**config.mk**
```make
export PLATFORM = sky130hd
export DESIGN_NAME = fc_neuron_seq
export DESIGN_NICKNAME = d
export VERILOG_FILES = /design/src/rtl/fc_pkg.sv /design/src/rtl/lane_mul_sum.sv /design/src/rtl/relu.sv /design/src/rtl/fc_neuron_seq.sv
export SDC_FILE = /design/constraint.sdc
export NUM_CORES = 1
export LEC_CHECK = 0
export CAP_MARGIN = 20
export CORE_ASPECT_RATIO = 0.8
export CORE_MARGIN = 2
export CORE_UTILIZATION = 31
export CTS_CLUSTER_DIAMETER = 100
export CTS_CLUSTER_SIZE = 30
export DETAILED_ROUTE_END_ITERATION = 10
export GPL_ROUTABILITY_DRIVEN = 0
export MAX_ROUTING_LAYER = met4
export PLACE_DENSITY_LB_ADDON = 0.15
export SYNTH_ARGS = -nofsm -noshare
export SYNTH_HDL_FRONTEND = slang
export SYNTH_SLANG_ARGS = --single-unit
export TNS_END_PERCENT = 10
```
**constraint.sdc**
```tcl
create_clock -name clk -period 2.05 [get_ports clk]
set_clock_uncertainty 0.1 [all_clocks]
set_input_delay 0.41 -clock clk [delete_from_list [all_inputs] [get_ports clk]]
set_output_delay 0.41 -clock clk [all_outputs]
set_load 0.02 [all_outputs]
```
**src/rtl/fc_pkg.sv**
```systemverilog
// Shared types and sizing helpers for the time-multiplexed fully-connected neuron.
//   state_t : controller states (accumulate, drain pipeline, present result)
//   out_w   : full-precision result width for a WIDTH x WIDTH dot product of length IN
//   beats   : number of LANES-wide beats in an IN-element vector
package fc_pkg;

  typedef enum logic [1:0] {
    S_ACC   = 2'd0,
    S_FLUSH = 2'd1,
    S_OUT   = 2'd2
  } state_t;

  function automatic int out_w(input int width, input int in_len);
    return 2 * width + $clog2(in_len);
  endfunction

  function automatic int beats(input int in_len, input int lanes);
    return in_len / lanes;
  endfunction

endpackage

```
**src/rtl/lane_mul_sum.sv**
```systemverilog
// LANES signed WIDTH x WIDTH multipliers with registered products, followed by a
// combinational adder tree over the registered products.
//   clk, rst : clock and synchronous active-high reset
//   i_en     : capture this cycle's products (a beat was accepted)
//   i_x      : LANES activations, lane k at [k*WIDTH +: WIDTH]
//   i_w      : LANES weights for the current beat, same lane layout
//   o_valid  : o_sum reflects products captured on the previous edge
//   o_sum    : signed sum of the registered products
module lane_mul_sum #(
  parameter  int WIDTH = 8,
  parameter  int LANES = 4,
  localparam int SW    = 2 * WIDTH + $clog2(LANES)
) (
  input  logic                    clk,
  input  logic                    rst,
  input  logic                    i_en,
  input  logic [LANES*WIDTH-1:0]  i_x,
  input  logic [LANES*WIDTH-1:0]  i_w,
  output logic                    o_valid,
  output logic signed [SW-1:0]    o_sum
);

  localparam int PW = 2 * WIDTH;

  logic signed [PW-1:0] w_prod [LANES];
  logic signed [PW-1:0] r_prod [LANES];
  logic                 r_valid;
  logic signed [SW-1:0] w_sum;

  generate
    for (genvar gi = 0; gi < LANES; gi++) begin : g_lane
      logic signed [WIDTH-1:0] w_xk;
      logic signed [WIDTH-1:0] w_wk;
      assign w_xk = i_x[gi*WIDTH +: WIDTH];
      assign w_wk = i_w[gi*WIDTH +: WIDTH];
      // Operands widened first so the product is computed at full 2*WIDTH precision.
      assign w_prod[gi] = PW'(w_xk) * PW'(w_wk);
    end
  endgenerate

  always_ff @(posedge clk) begin
    if (rst) begin
      r_valid <= 1'b0;
      for (int k = 0; k < LANES; k++) r_prod[k] <= '0;
    end else begin
      r_valid <= i_en;
      if (i_en) begin
        for (int k = 0; k < LANES; k++) r_prod[k] <= w_prod[k];
      end
    end
  end

  always_comb begin
    w_sum = '0;
    for (int k = 0; k < LANES; k++) w_sum = w_sum + SW'(r_prod[k]);
  end

  assign o_valid = r_valid;
  assign o_sum   = w_sum;

endmodule

```
**src/rtl/relu.sv**
```systemverilog
// Two-input select used as a ReLU clamp: o_y = i_sel ? i_b : i_a.
//   i_a   : pass-through value (the accumulator)
//   i_b   : clamp value (zero)
//   i_sel : clamp select (accumulator sign bit)
//   o_y   : selected value
module relu #(
  parameter int W = 8
) (
  input  logic [W-1:0] i_a,
  input  logic [W-1:0] i_b,
  input  logic         i_sel,
  output logic [W-1:0] o_y
);

  assign o_y = i_sel ? i_b : i_a;

endmodule

```
**src/rtl/fc_neuron_seq.sv**
```systemverilog
// Time-multiplexed constant-weight neuron: accumulates an IN-element dot product
// LANES elements per beat, optionally clamps negatives to zero, and presents the
// result on a valid/ready output.
//   clk, rst            : clock and synchronous active-high reset
//   in_valid/in_ready/x : input beat handshake; lane k = x[k*WIDTH +: WIDTH]
//   out_valid/out_ready : result handshake; z held stable while out_valid=1
//   z                   : OW-bit result (signed, or >= 0 when RELU=1)
//   busy                : high from first accepted beat until the output handshake
module fc_neuron_seq
  import fc_pkg::*;
#(
  parameter  int                  WIDTH   = 8,
  parameter  int                  IN      = 128,
  parameter  int                  LANES   = 4,
  parameter  int                  RELU    = 1,
  parameter  logic [IN*WIDTH-1:0] WEIGHTS = '0,
  localparam int                  OW      = out_w(WIDTH, IN)
) (
  input  logic                   clk,
  input  logic                   rst,
  input  logic                   in_valid,
  output logic                   in_ready,
  input  logic [LANES*WIDTH-1:0] x,
  output logic                   out_valid,
  input  logic                   out_ready,
  output logic [OW-1:0]          z,
  output logic                   busy
);

  localparam int BEATS = beats(IN, LANES);
  localparam int BCW   = (BEATS > 1) ? $clog2(BEATS) : 1;
  localparam int SW    = 2 * WIDTH + $clog2(LANES);

  generate
    if ((IN % LANES) != 0 || LANES > IN) begin : g_bad_cfg
      $error("fc_neuron_seq: IN must be a multiple of LANES and LANES <= IN");
    end
  endgenerate

  state_t                r_state;
  logic [BCW-1:0]        r_beat_cnt;
  logic [1:0]            r_flush_cnt;
  logic signed [OW-1:0]  r_acc;
  logic [OW-1:0]         r_clamp;
  logic [OW-1:0]         r_z;
  logic                  r_out_valid;
  logic                  r_busy;

  logic                  w_in_ready;
  logic                  w_accept;
  logic                  w_sum_valid;
  logic signed [SW-1:0]  w_lane_sum;
  logic [OW-1:0]         w_clamp;
  logic [OW-1:0]         w_zero;
  logic [LANES*WIDTH-1:0] w_cur_w;
  logic [LANES*WIDTH-1:0] w_wslice [BEATS];

  // One constant slice of the weight vector per beat; beat_cnt picks among them.
  generate
    for (genvar gi = 0; gi < BEATS; gi++) begin : g_wslice
      assign w_wslice[gi] = WEIGHTS[gi*LANES*WIDTH +: LANES*WIDTH];
    end
  endgenerate

  assign w_cur_w    = w_wslice[r_beat_cnt];
  assign w_in_ready = (r_state == S_ACC) && !rst;
  assign w_accept   = in_valid && w_in_ready;
  assign w_zero     = '0;

  lane_mul_sum #(
    .WIDTH (WIDTH),
    .LANES (LANES)
  ) u_lanes (
    .clk     (clk),
    .rst     (rst),
    .i_en    (w_accept),
    .i_x     (x),
    .i_w     (w_cur_w),
    .o_valid (w_sum_valid),
    .o_sum   (w_lane_sum)
  );

  generate
    if (RELU != 0) begin : g_relu
      relu #(.W(OW)) u_relu (
        .i_a   (r_acc),
        .i_b   (w_zero),
        .i_sel (r_acc[OW-1]),
        .o_y   (w_clamp)
      );
    end else begin : g_pass
      assign w_clamp = r_acc;
    end
  endgenerate

  always_ff @(posedge clk) begin
    if (rst) begin
      r_state     <= S_ACC;
      r_beat_cnt  <= '0;
      r_flush_cnt <= '0;
      r_acc       <= '0;
      r_clamp     <= '0;
      r_z         <= '0;
      r_out_valid <= 1'b0;
      r_busy      <= 1'b0;
    end else begin
      // Stage 2: fold the previous beat's lane sum into the accumulator.
      if (w_sum_valid) r_acc <= r_acc + OW'(w_lane_sum);

      case (r_state)
        S_ACC: begin
          if (w_accept) begin
            r_busy <= 1'b1;
            if (r_beat_cnt == BCW'(BEATS - 1)) begin
              r_beat_cnt  <= '0;
              r_flush_cnt <= '0;
              r_state     <= S_FLUSH;
            end else begin
              r_beat_cnt <= r_beat_cnt + 1'b1;
            end
          end
        end
        // Count 0: last lane sum lands in acc. Count 1: clamp captured into its own
        // register so the ReLU mux is not chained behind the accumulator adder.
        // Count 2: result presented.
        S_FLUSH: begin
          r_flush_cnt <= r_flush_cnt + 1'b1;
          if (r_flush_cnt == 2'd1) r_clamp <= w_clamp;
          if (r_flush_cnt == 2'd2) begin
            r_z         <= r_clamp;
            r_out_valid <= 1'b1;
            r_state     <= S_OUT;
          end
        end
        S_OUT: begin
          if (out_ready) begin
            r_out_valid <= 1'b0;
            r_busy      <= 1'b0;
            r_acc       <= '0;
            r_state     <= S_ACC;
          end
        end
        default: r_state <= S_ACC;
      endcase
    end
  end

  assign in_ready  = w_in_ready;
  assign out_valid = r_out_valid;
  assign z         = r_z;
  assign busy      = r_busy;

endmodule
```
==> run metrics, run 1 <==
final core utilization 35.8%; post-synthesis mux area share 1.54%; root buf cell clkbuf_4; worst-path fanout max 3; post-synthesis sequential area ratio 30.0%; Vias 526; WP data arrival 2.04 ns; worst hold path class reg2reg; synthesis-stage register bit count 11; largest family of logic cells by synthesized area buffers and inverters; H-tree Lvls 1; WHS 0.371 ns; Fin. Hold Viols 0; first-pass GRT wire length 1.86 mm; Core Rows 15; Initial DRT Pass Iterations 4; min cycle time layout 1.94 ns; Syn Area/Cell 8.33 um^2; RSZ-0062 raised after global routing no; Synth Area in Simple Gates 24.2%; ys flop type dfxtp_1; clock sinks 11; Cell Pwr Density 564 mW/mm^2; Async SR Flop Fraction 0%; post-synthesis xor/xnor area fraction 0%; antenna viol nets, final 0; drt total wl 1.17 mm; compound-gate portion of the synthesized area 11.1%; Ant. Diodes 0; largest net degree at the start of global routing 11; worst skew pair latency 0.26 ns; mean routed wirelength per cell 9.46 um; post-route insts no fill 124; yosys warns 0; startpoint types input pin; port bufs 6; Ports 62; Yosys top cell area share 30.0%; Cell variety after synth 30; number of hold buffers added after cts 0; Setup violations, final 0; initial antenna violation count 0; part of the cycle the worst path needs 94.4%; outcome complete, no violations; CP Class in2reg; die width 58.4 um; max-cap violation count 0; Post-Synth Adder-Cell Area 5.12%; Fillers 244; Max Clk Rate 516 MHz; Placed Instances 120; clock-pin slew on the worst setup and hold paths 0.07 ns; Core Region 0.00220 mm^2; CTS buffer count 3; CTS tree done; DP Wirelength 928 um; initial cell density of the core 33.4%; CP Data Required Time 2.15 ns; number of DRC markers in iteration 0 12; Synth Cell Area 733 um^2; Die ar. 0.00277 mm^2; crit end category flip-flop; Final #Nets 139; Synth Instances 88; Post-CTS Setup Bufs 0; number of synthesized flops with an enable pin 0; post-cts gate resize count 1; share of post-route cells with drive strength above 1 11.1%; die height 47.5 um; Synth area leaders dfxtp_1 (30%), buf_4 (24%), ha_1 (5.1%); global-route usage over all layers 9.59%; vias in the first global route 412; Slew Viols, Final 0; DR vias/cell 4.24; Clock Tree Buf Depth 2; gr ovfl total 0; worst vdd ir 0.328 mV; register area 220 um^2; Setup TNS 0 ns; Area growth, synth to finish 7.17%; DRC Markers 0; multi-input logic area 398 um^2; Synth area leader dfxtp_1; Pleak 0.365 nW
critical path: stages:
cell and delay (ns):
clkdlybuf4s50_1 0.50, or4b_4 0.49, or4b_1 0.50, a21oi_1 0.14
through the flow:
| step | total power, W | cell area [um^2] | setup slack (ns) |
|---|---|---|---|
| after floorplan | 0.000316 | 816 | 0.205 |
| after global placement | 0.000303 | 754 | -0.218 |
| after detailed placement | 0.000303 | 754 | -0.231 |
| after CTS | 0.000453 | 779 | 0.0597 |
| after global routing | 0.000480 | 786 | 0.0264 |
| final | 0.000443 | 786 | 0.114 |
sequential cells by signal (all words and copies together), names as in the netlist:
signal,cells
r_beat_cnt,5
r_flush_cnt,2
r_state,2
out_valid,1
busy,1
synth_stat cells (2+ instances only):
cell and number:
a21oi_1 7, ha_1 3, nor2b_1 2, dfxtp_1 11, nor3_1 2, or3_1 2
o21ai_0 3, nand3b_1 4, or4b_1 2, nand2_1 6, nor2_1 4, buf_4 23
nand2b_1 2
layout make-up:
type / count / area share (%)
Timing Repair Buffer: 12 / 13.5
Sequential cell: 11 / 28.0
Multi-Input combinational cell: 71 / 50.6
Inverter: 1 / 0.478
Tap cell: 25 / 3.98
Clock buffer: 4 / 3.34
power by group:
part / internal (W) / switching [W]
Sequential: 0.000218 / 0.00000394
Combinational: 0.0000212 / 0.0000555
Clock: 0.0000752 / 0.0000694
worst paths after layout:
path                 start            end  slack [ns]  cells past startpoint
max               in_valid  r_beat_cnt[2]        0.11                      4
min                   busy           busy        0.37                      2
max reg2reg  r_beat_cnt[0]  r_beat_cnt[3]        0.24                      5
min reg2reg           busy           busy        0.37                      2
routing by layer:
layer  GRT usage, %  share of wire (%)
met2           12.8                 43
met5              -                  0
met1           12.5                 51
met4           2.79               0.43
met3           4.86                6.1
cell families after synthesis:
family	after synthesis
flip-flops	11
AO/OA/AOI/OAI	14
other	1
adder cells (fa/ha/maj)	3
AND/OR/NAND/NOR	30
multiplexers	1
buffers and inverters	28
layout by cell type, fill, tap and decap left out, drive strengths merged:
master / synthesis / layout
o21ai: 3 / 3
nand3b: 4 / 4
a21oi: 7 / 7
buf: 25 / 6
or4b: 2 / 2
or3: 2 / 2
nor2b: 2 / 2
dlymetal6s2s: 0 / 1
dlygate4sd2: 0 / 1
and3: 1 / 1
and3b: 1 / 1
o32ai: 1 / 1
mux2: 1 / 1
inv: 1 / 1
nand3: 1 / 1
o21bai: 1 / 1
nand2: 6 / 6
nor4b: 1 / 1
a31oi: 1 / 1
clkbuf: 2 / 4
or4: 1 / 1
clkdlybuf4s50: 0 / 4
nor2: 4 / 4
a2bb2oi: 1 / 1
conb: 1 / 23
dfxtp: 11 / 11
and2: 1 / 1
nand2b: 2 / 2
nor3: 2 / 2
ha: 3 / 3
(Power assumes the default switching activity.)
==> run 2: changes to the inputs <==
- CORE_UTILIZATION: 31 -> 33
- CTS_BUF_LIST: default -> sky130_fd_sc_hd__clkbuf_4 sky130_fd_sc_hd__clkbuf_8
- GPL_ROUTABILITY_DRIVEN: 0 -> 1
==> run metrics, run 2 (synthesis gave the netlist of run 1 again) <==
outcome complete, no violations; initial antenna violation count 0 (unchanged); worst skew pair latency 0.27 ns (about the same); CP Class in2reg; CTS tree done; DR vias/cell 4.24 (about the same); CTS buffer count 3 (unchanged); worst-path fanout max 4 (+1); first-pass GRT wire length 1.97 mm (+5.9%); RSZ-0062 raised after global routing no; die width 56.7 um (-2.9%); startpoint types input pin; part of the cycle the worst path needs 95.5% (+1.1 points); initial cell density of the core 34.6% (+1.2 points); overall power 0.000461 W (+4.0%); WP data arrival 2.06 ns (+0.02 ns); Slew Viols, Final 0 (unchanged); gr ovfl total 0 (unchanged); CP Data Required Time 2.15 ns (about the same); DRC Markers 0 (unchanged); Vias 522 (-0.76%); H-tree Lvls 1 (unchanged); M2 GR Usage 14.2% (+1.4 points); Post-Place Cell Area 747 um^2 (-1.0%); port bufs 6 (unchanged); Fin. Hold Viols 0 (unchanged); max-cap violation count 0 (unchanged); Global Route met3 Usage 5.34% (+0.47 points); Area growth, synth to finish 5.80%; Core Rows 15 (unchanged); worst hold path class reg2reg; commonest cells after routing, fill and taps aside conb_1 (23), dfxtp_1 (11), a21oi_1 (7); max reg flops 5 (unchanged); global-route usage over all layers 10.8% (+1.2 points); root buf cell clkbuf_4; clock-pin slew on the worst setup and hold paths 0.07 ns (about the same); vias in the first global route 444 (+7.8%); Cell Pwr Density 594 mW/mm^2 (+5.4%); Max Clk Rate 511 MHz (-1.1%); Ports 62 (unchanged); Clock Tree Buf Depth 2 (unchanged); Pleak 0.353 nW (-3.4%); Setup violations, final 0 (unchanged); grt peak-use layer met2; final core utilization 36.6% (+0.79 points); worst vdd ir 0.350 mV (+6.8%); Initial DRT Pass Iterations 2 (-2); mean routed wirelength per cell 9.56 um (+1.1%); register name with the most flops r_beat_cnt; largest net degree at the start of global routing 11 (unchanged); Ant. Diodes 0 (unchanged); die height 46.2 um (-2.8%); antenna viol nets, final 0 (unchanged); clock sinks 11 (unchanged); min cycle time layout 1.96 ns (+0.0222 ns); drt total wl 1.18 mm (+0.26%); share of post-route cells with drive strength above 1 10.2% (-0.91 points); Setup TNS 0 ns (unchanged); biggest registers after layout r_beat_cnt x5, r_flush_cnt x2, r_state x2; design area 776 um^2 (-1.3%); register area 220 um^2 (unchanged); Core Region 0.00212 mm^2 (-3.4%); multi-input logic area 394 um^2 (-0.94%); Final #Nets 138 (-0.72%); Die ar. 0.00262 mm^2 (-5.6%); number of DRC markers in iteration 0 5 (-7); crit end category flip-flop; Fillers 232 (-4.9%); number of hold buffers added after cts 0 (unchanged); DP Wirelength 910 um (-1.9%); met1 usage 13.4% (+0.99 points); Final GP Congestion 0.646; most common cell after layout, fill and taps aside conb_1
run 2: cell count changes in the layout (fill, tap and decap cells not counted):
cell             before  now
buf_4                 6    5
clkbuf_1              1    0
dlymetal6s2s_1        1    0
clkbuf_4              3    4
or4b_4                1    0
clkdlybuf4s50_1       4    5
or4b_1                1    2
run 2: metal layers:
| layer | vias to the layer above | share of wire [%] |
|---|---|---|
| met5 | - | 0 |
| met4 | 0 | 1.6 |
| met3 | 2 | 8.1 |
| met2 | 22 | 37 |
| met1 | 224 | 53 |
| li1 | 274 | - |
run 2: layout make-up:
cell class                      count  area share (%)
Timing Repair Buffer               11            12.4
Sequential cell                    11            28.4
Multi-Input combinational cell     71            50.8
Tap cell                           25            4.03
Inverter                            1           0.484
Clock buffer                        4            3.87
run 2: stage by stage:
step                setup WS (ns)  cells  hold WS, ns
CTS                         0.100    123        0.386
finish                     0.0917    123        0.379
floorplan                   0.205    110        0.354
detailed placement         -0.197    119        0.376
global placement           -0.193    119        0.357
global route               0.0342    123        0.419
run 2: report_power, final:
| part | internal (W) | switching, W | leakage [nW] | total, W |
|---|---|---|---|---|
| logic | 0.0000207 | 0.0000554 | 0.245 | 0.0000761 |
| registers | 0.000218 | 0.00000453 | 0.0892 | 0.000223 |
| clock network | 0.0000887 | 0.0000738 | 0.0184 | 0.000162 |
| total | 0.000327 | 0.000134 | 0.353 | 0.000461 |
run 2: timing repair:
item	in CTS	in global routing
gates resized for setup	1	0
hold endpoints to repair	0	0
setup endpoints to repair	1	0
buffers inserted	0	0
run 2: worst paths after layout:
check                                    from             to  slack (ns)  cells after the start
worst min register to register           busy           busy        0.38                      2
worst min-delay path                     busy           busy        0.38                      2
worst max register to register  r_beat_cnt[0]  r_beat_cnt[3]        0.19                      5
worst max-delay path                      rst  r_beat_cnt[2]        0.09                      4
run 2: critical path, stage by stage:
cell	delay (ns)
clkdlybuf4s50_1	0.47
or4b_1	0.52
or4b_1	0.51
a21oi_1	0.15
